==> config.mk <==
export PLATFORM = sky130hd
export DESIGN_NAME = nbcac_rx_packer
export DESIGN_NICKNAME = d
export VERILOG_FILES = /design/src/rtl/nbcac_rx_packer.sv
export SDC_FILE = /design/constraint.sdc
export NUM_CORES = 1
export LEC_CHECK = 0
export BUFFER_PORTS_ARGS = -buffer_cell sky130_fd_sc_hd__clkbuf_2
export CORE_MARGIN = 10
export CORE_UTILIZATION = 40
export DETAILED_ROUTE_END_ITERATION = 12
export GPL_ROUTABILITY_DRIVEN = 1
export PLACE_DENSITY = 0.7
export SLEW_MARGIN = 5
export SYNTH_ARGS = -nofsm -noshare
export SYNTH_HDL_FRONTEND = slang
export SYNTH_SLANG_ARGS = --single-unit
==> constraint.sdc <==
create_clock -name clock -period 6.45 [get_ports clock]
set_input_delay 0.645 -clock clock [delete_from_list [all_inputs] [get_ports clock]]
set_output_delay 0.645 -clock clock [all_outputs]
set_load 0.05 [all_outputs]
==> src/rtl/nbcac_rx_packer.sv <==
// Packs 11-bit NBCAC decoded words LSB-first into 32-bit output words on a
// valid/ready port. Input words that do not fit are dropped and counted.
module nbcac_rx_packer #(
   parameter int DIN_W  = 11,
   parameter int DOUT_W = 32,
   parameter int ACC_W  = 64
) (
   input  logic              clock,
   input  logic              rst,
   input  logic [DIN_W-1:0]  din,
   input  logic              din_valid,
   input  logic              flush,
   output logic [DOUT_W-1:0] dout,
   output logic              dout_valid,
   input  logic              dout_ready,
   output logic              overflow,
   output logic [15:0]       drop_cnt
);

   // Handshake: dout is transferred on a cycle where dout_valid & dout_ready;
   // dout/dout_valid come from registers only and hold until that transfer.

   localparam int FILL_W = $clog2(ACC_W + 1);
   localparam logic [FILL_W-1:0] DOUT_F  = FILL_W'(DOUT_W);
   localparam logic [FILL_W:0]   DIN_F1  = (FILL_W + 1)'(DIN_W);
   localparam logic [FILL_W:0]   ACC_F1  = (FILL_W + 1)'(ACC_W);

   logic [ACC_W-1:0]  acc, acc_base, acc_next, din_ext;
   logic [FILL_W-1:0] fill, base, fill_next;
   logic [FILL_W:0]   sum;
   logic              pop, accept, drop;

   assign dout       = acc[DOUT_W-1:0];
   assign dout_valid = (fill >= DOUT_F);
   assign pop        = dout_valid & dout_ready;
   assign din_ext    = {{(ACC_W - DIN_W){1'b0}}, din};

   always_comb begin
      base      = pop ? (fill - DOUT_F) : fill;
      acc_base  = pop ? (acc >> DOUT_W) : acc;
      sum       = {1'b0, base} + DIN_F1;
      accept    = din_valid && (sum <= ACC_F1);
      drop      = din_valid && !accept;
      acc_next  = acc_base;
      fill_next = base;
      // Bits at and above base are zero, so OR-ing in the new word is safe.
      if (accept) begin
         acc_next  = acc_base | (din_ext << base);
         fill_next = sum[FILL_W-1:0];
      end else if (!din_valid && flush && (base != '0) && (base < DOUT_F)) begin
         fill_next = DOUT_F;
      end
   end

   always_ff @(posedge clock) begin
      if (rst) begin
         acc      <= '0;
         fill     <= '0;
         overflow <= 1'b0;
         drop_cnt <= '0;
      end else begin
         acc  <= acc_next;
         fill <= fill_next;
         if (drop) begin
            overflow <= 1'b1;
            if (drop_cnt != 16'hFFFF) drop_cnt <= drop_cnt + 16'd1;
         end
      end
   end

endmodule
==> impl_metrics.csv, run 1 <==
group,metric,value,unit
outcome,status,"finished clean",
critical_path,r2r-end,"fill[5]$_SDFF_PP0_",
critical_path,cp.required,6.70,ns
route,first_iter_violations,378,
finish,seqCellArea,1760,um^2
floorplan,io_pins,66,
pwr,total_power,2.57,mW
cts,clk_latency,0.35,ns
logic_synthesis,synth_edf_count,0,
critical_path,critical_path.endpoint,"fill[5]$_SDFF_PP0_",
critical_path,cp.arrival,4.11,ns
grt,grt_pass1_wl,20400,um
route,firstDrtPassIters,5,
pwr,combPwrFrac,50.0,%
finish,nFillCells,1118,
pwr,pwr-share-seq,30.4,%
cts,clock_path_buffers,2,
finish,nets,583,
floorplan,start_util,41.3,%
pwr,leakage,2.07,nW
route,postRouteAntennaNets,0,
logic_synthesis,synth_fp_nets,574,
critical_path,reg2reg_depth,9,
critical_path,cp_slowest_cell,"o21ai_0",
critical_path,startpoint_type,"register",
floorplan,dieWidth,129,um
sta,fin_crit_sh,59.7,%
placement,pre_cts_ws,2.74,ns
sta,slew_viol_final,0,
logic_synthesis,ys.flop_type,"dfxtp_1",
critical_path,cp_num_cells,9,
grt,grt_max_degree,51,
cts,root_buffer,"clkbuf_16",
pwr,clockPowerShare,19.7,%
logic_synthesis,seq_area_frac_synth,37.1,%
cts,cts_tree,"done",
sta,final-hold-violation-count,0,
finish,syn2layout_area_growth,8.87,%
finish,antenna_cells,0,
critical_path,endpoint_kind,"register",
sta,clock.fmax,260,MHz
pwr,p_sw_share,47.8,%
route,vias,4239,
critical_path,crit_family,"compound AO/OA/AOI/OAI gates",
flow_run,drv_cap,0,
logic_synthesis,syn_inst,554,
cts,clk_pin_slew,0.07,ns
critical_path,startpoint,"fill[0]$_SDFFE_PP0P_",
logic_synthesis,synth_fa_ha_area_share,1.05,%
sta,finalCriticalPeriod,3.85,ns
logic_synthesis,synth_mux_area_share,12.1,%
grt,gr-total-overflow,0,
floorplan,rows,39,
critical_path,path_buf_inv,1,
logic_synthesis,syn_area_per_cell,8.58,um^2
pwr,power_density,498,nW/um^2
pwr,p_int,1.34,mW
sta,finalWorstSetupSlack,2.60,ns
placement,place_hpwl,9050,um
cts,cts.sinks,88,
critical_path,path_class,"register to register",
floorplan,fp.dieH,129,um
grt,track_usage,15.0,%
logic_synthesis,yosys.cell_types.count,60,
grt,grt_pass1_vias,4042,
cts,hold_buffers,0,
sta,clock_skew,0.00972,ns
sta,setup_tns,0,ns
critical_path,critPathMaxFanout,20,
sta,setup_viol,0,
sta,max_slew_margin,20.8,%
logic_synthesis,synthSimpleGateAreaFrac,17.8,%
logic_synthesis,synth_top_family_by_area,"compound AO/OA/AOI/OAI gates",
critical_path,critical_path.max_stage_delay,0.93,ns
worst_hold_path,min_from,"acc[58]$_SDFF_PP0_",
sta,whs,0.455,ns
cts,cts_setup_buffers,0,
route,route.detailed.drc,0,
worst_hold_path,hp-class,"register to register",
logic_synthesis,synth_seq_cells,88,
cts,cts_buffers,9,
logic_synthesis,synth_area,4750,um^2
critical_path,crit_path_frequent_cell,"o21ai_0",
placement,placed_area,4880,um^2
finish,design_area,5170,um^2
sta,rsz0062_at_grt,"no",
logic_synthesis,ys_warn_count,0,
sta,worst_slew_pin_slew,1.18,ns
grt,antenna_found_initial,0,
critical_path,r2r_slack,2.60,ns
cts,cts_resized,0,
finish,drive_above_1_share,18.7,%
route,wire_per_inst,17.6,um
floorplan,die_area,16600,um^2
floorplan,core_area,11500,um^2
critical_path,r2r_start,"fill[0]$_SDFFE_PP0P_",
critical_path,crit_path_cell_trace,"clkinv_1, ha_1, nor4b_4, and4_1, o21ai_0, a21oi_2, o21ai_0, o21ai_0, a311oi_1",
finish,multi_input_area,2570,um^2
route,vias_per_cell,5.96,
placement,gp_congestion,0.934,
logic_synthesis,async_flop_share,0,%
logic_synthesis,synth_compound_area_share,22.2,%
route,wl,12500,um
pwr,p_switching,1.23,mW
logic_synthesis,synth_xor_area_share,0.737,%
placement,portBuffers,65,
cts,htreeDepth,3,
pwr,ir_worst_vdd,0.201,mV
cells in the mapped netlist, types with 5 or more instances:
cell      count  area [um^2]
buf_4        32          240
nand4_1       5         31.3
dfxtp_1      88         1760
nor2_1       32          120
buf_2        10         50.1
o21a_1        5         37.5
mux2_2        9          101
nand3_1      20          100
o31ai_1      12         90.1
a31oi_1       9         56.3
clkbuf_1     25         93.8
a21oi_1      21          105
o22ai_1      31          194
o21ai_0      32          160
and3_1        8         50.1
or4_1         9         67.6
a22o_1        8         70.1
a22oi_1       6         45.0
mux2i_1      43          430
or3_1         8         50.1
a32o_1        7         70.1
nand2_1      56          210
inv_1         5         18.8
how the worst min path moves through the flow:
stage,end,cells after the start,slack (ns)
floorplan,acc[42]$_SDFF_PP0_,2,0.42
global placement,acc[44]$_SDFF_PP0_,2,0.44
detailed placement,acc[58]$_SDFF_PP0_,2,0.44
CTS,acc[58]$_SDFF_PP0_,2,0.46
global route,acc[58]$_SDFF_PP0_,2,0.49
finish,acc[58]$_SDFF_PP0_,2,0.46
routing by layer:
metal	GRT usage [%]	share of wire, %
met3	5.13	8.0
met2	24.7	47
met5	0	0
met4	4.35	1.5
met1	18.3	44
tightest hold or removal path: cells and delay by family (launching register included):
family / cells / cell delay, ns
compound gates: 1 / 0.05
simple gates: 1 / 0.04
flops: 1 / 0.33
area by class of cell:
cell class | count | area share (%)
inverters | 9 | 0.653
flip-flops and latches | 88 | 34.1
repair buffers | 67 | 6.58
well taps | 143 | 3.46
multi-input cells | 388 | 49.6
clock buffers | 11 | 4.89
clock inverters | 5 | 0.750
cell usage in the layout (no fill, tap or decap), drive strengths merged, types with 9 or more instances in the layout:
master and instances:
a21oi 22, a31oi 9, clkbuf 76, dfxtp 88
mux2 9, mux2i 43, nand2 56, nand3 20
nor2 32, o21ai 34, o22ai 31, o31ai 12
or4 9
cell families (layout without fill, tap and decap cells):
family / after synthesis / after routing
adder cells (fa/ha/maj): 4 / 4
multiplexers: 54 / 54
AO/OA/AOI/OAI: 158 / 158
XOR/XNOR: 4 / 4
flip-flops: 88 / 88
AND/OR/NAND/NOR: 168 / 168
buffers and inverters: 78 / 92
metrics by stage:
stage | util (%) | instances
floorplan | - | 554
global placement | 42.4 | 695
CTS | 44.9 | 711
detailed placement | 42.4 | 695
global route | 44.9 | 711
finish | 44.9 | 711
sequential cells by signal, summed over array words and instances (netlist names):
signal and flops:
drop_cnt 16, overflow 1, fill 7, acc 64
power groups by stage:
stage	sequential (mW)	combinational [mW]	clock, mW
global placement	0.785	1.25	0
detailed placement	0.793	1.26	0
floorplan	0.730	1.11	0
finish	0.782	1.29	0.506
CTS	0.781	1.27	0.513
global route	0.805	1.39	0.539
(Power assumes the default switching activity.)
==> inputs of run 2 (changes only) <==
Clock period 6.45 ns to 4.05 ns, I/O delays scaled along.
==> impl_metrics.csv, run 2 (synthesis gave the netlist of run 1 again) <==
group,metric,value,unit
outcome,status,"finished clean",
sta,fin_crit_sh,80.8,%
grt,gr-total-overflow,0,
finish,drive_above_1_share,19.2,%
finish,multi_input_area,2570,um^2
grt,grt_max_degree,51,
floorplan,core_area,11500,um^2
critical_path,endpoint_kind,"register",
route,firstDrtPassIters,5,
critical_path,path_class,"register to register",
critical_path,r2r-end,"drop_cnt[4]$_SDFFE_PP0P_",
sta,slew_viol_final,0,
pwr,total_power,4.13,mW
sta,clock_skew,0.00727,ns
finish,syn2layout_area_growth,9.50,%
sta,max_slew_margin,36.3,%
floorplan,io_pins,66,
pwr,combPwrFrac,52.3,%
critical_path,r2r_slack,0.78,ns
critical_path,startpoint_type,"register",
floorplan,fp.dieH,129,um
placement,place_hpwl,9260,um
floorplan,start_util,41.3,%
critical_path,cp.arrival,3.50,ns
route,postRouteAntennaNets,0,
placement,dp.cells,700,
sta,clock.fmax,306,MHz
pwr,p_switching,1.99,mW
sta,finalCriticalPeriod,3.27,ns
route,route.detailed.drc,0,
floorplan,die_area,16600,um^2
route,wire_per_inst,17.8,um
worst_hold_path,hold_depth,2,
route,first_iter_violations,408,
finish,final-instance-count-excl-fill,716,
finish,final_common_cell,"dfxtp_1",
finish,seqCellArea,1760,um^2
pwr,clockPowerShare,19.4,%
placement,portBuffers,65,
finish,largest_register,"acc",
cts,cts_setup_buffers,0,
finish,antenna_cells,0,
critical_path,critPathMaxFanout,29,
pwr,pwr-share-seq,28.3,%
finish,largestRegisters,"acc: 64 flops, drop_cnt: 16 flops, fill: 7 flops",
finish,nets,588,
pwr,ir_worst_vdd,0.358,mV
pwr,p_int,2.14,mW
worst_hold_path,hp-class,"register to register",
cts,clock_path_buffers,2,
cts,clk_pin_slew,0.07,ns
sta,final-hold-violation-count,0,
route,vias_per_cell,6.05,
critical_path,cp.required,4.28,ns
grt,grt_pass1_vias,4110,
cts,hold_buffers,0,
cts,cts_tree,"done",
grt,grt_pass1_wl,20900,um
finish,nFillCells,1141,
worst_hold_path,min_from,"acc[59]$_SDFF_PP0_",
floorplan,dieWidth,129,um
pwr,power_density,794,nW/um^2
cts,cts_resized,0,
cts,clk_latency,0.34,ns
sta,setup_tns,0,ns
route,wl,12800,um
grt,track_usage,15.4,%
route,vias,4330,
finish,final_util,45.2,%
cts,cts_buffers,9,
pwr,leakage,2.09,nW
finish,final_cell_mix,"dfxtp_1, clkbuf_2, nand2_1",
pwr,p_sw_share,48.1,%
cts,htreeDepth,3,
finish,largest_register_ff_count,64,
sta,setup_viol,0,
critical_path,r2r_start,"fill[5]$_SDFF_PP0_",
sta,worst_slew_pin_slew,0.955,ns
grt,antenna_found_initial,0,
flow_run,drv_cap,0,
placement,gp_congestion,0.869,
sta,rsz0062_at_grt,"no",
worst_hold_path,worst_hold_path.endpoint,"acc[59]$_SDFF_PP0_",
critical_path,reg2reg_depth,9,
floorplan,rows,39,
cts,root_buffer,"clkbuf_16",
cts,cts.sinks,88,
==> run 2: critical path, stage by stage, from the launching register on <==
cell and delay [ns]:
dfxtp_1 0.46, inv_2 0.07, ha_1 0.23, nand2b_2 0.24, xnor2_1 0.51, nand3_1 0.22
xnor2_1 0.26, o21a_1 0.71, nor3_1 0.15, mux2_2 0.30
==> run 2: final cells by class <==
| type | count | area share, % |
|---|---|---|
| clock inverters | 5 | 0.793 |
| multi-input cells | 388 | 49.3 |
| flip-flops and latches | 88 | 33.9 |
| inverters | 9 | 0.649 |
| clock buffers | 11 | 4.66 |
| repair buffers | 72 | 7.26 |
| well taps | 143 | 3.44 |
==> run 2: worst max path at each step <==
stage / slack, ns / from / end / cells after the start
finish: 0.78 / fill[5]$_SDFF_PP0_ / drop_cnt[4]$_SDFFE_PP0P_ / 9
global route: 0.46 / fill[5]$_SDFF_PP0_ / drop_cnt[4]$_SDFFE_PP0P_ / 9
CTS: 0.85 / fill[5]$_SDFF_PP0_ / drop_cnt[4]$_SDFFE_PP0P_ / 9
detailed placement: 0.88 / fill[5]$_SDFF_PP0_ / drop_cnt[4]$_SDFFE_PP0P_ / 9
global placement: 1.11 / fill[5]$_SDFF_PP0_ / drop_cnt[4]$_SDFFE_PP0P_ / 9
floorplan: 0.48 / fill[1]$_SDFFE_PP0P_ / acc[10]$_SDFF_PP0_ / 11
==> run 2: routing by layer <==
layer | vias up | track usage (%) | wire length (um)
met5 | - | 0 | 0
met3 | 29 | 5.17 | 1110
li1 | 2057 | - | -
met4 | 0 | 5.62 | 230
met2 | 193 | 24.6 | 6050
met1 | 2051 | 18.9 | 5370
==> run 2: power by group through the flow <==
| stage | clock network (mW) | logic, mW | registers [mW] |
|---|---|---|---|
| global route | 0.848 | 2.35 | 1.20 |
| CTS | 0.812 | 2.14 | 1.17 |
| global placement | 0 | 2.10 | 1.18 |
| floorplan | 0 | 1.77 | 1.16 |
| finish | 0.799 | 2.16 | 1.17 |
| detailed placement | 0 | 2.13 | 1.19 |
==> run 2: through the flow <==
| stage | cell area (um^2) | setup slack [ns] | hold WS [ns] |
|---|---|---|---|
| after floorplan | 4750 | 0.485 | 0.424 |
| after global placement | 4920 | 1.11 | 0.439 |
| after detailed placement | 4920 | 0.878 | 0.444 |
| after CTS | 5200 | 0.848 | 0.458 |
| after global routing | 5200 | 0.456 | 0.483 |
| final | 5200 | 0.778 | 0.455 |
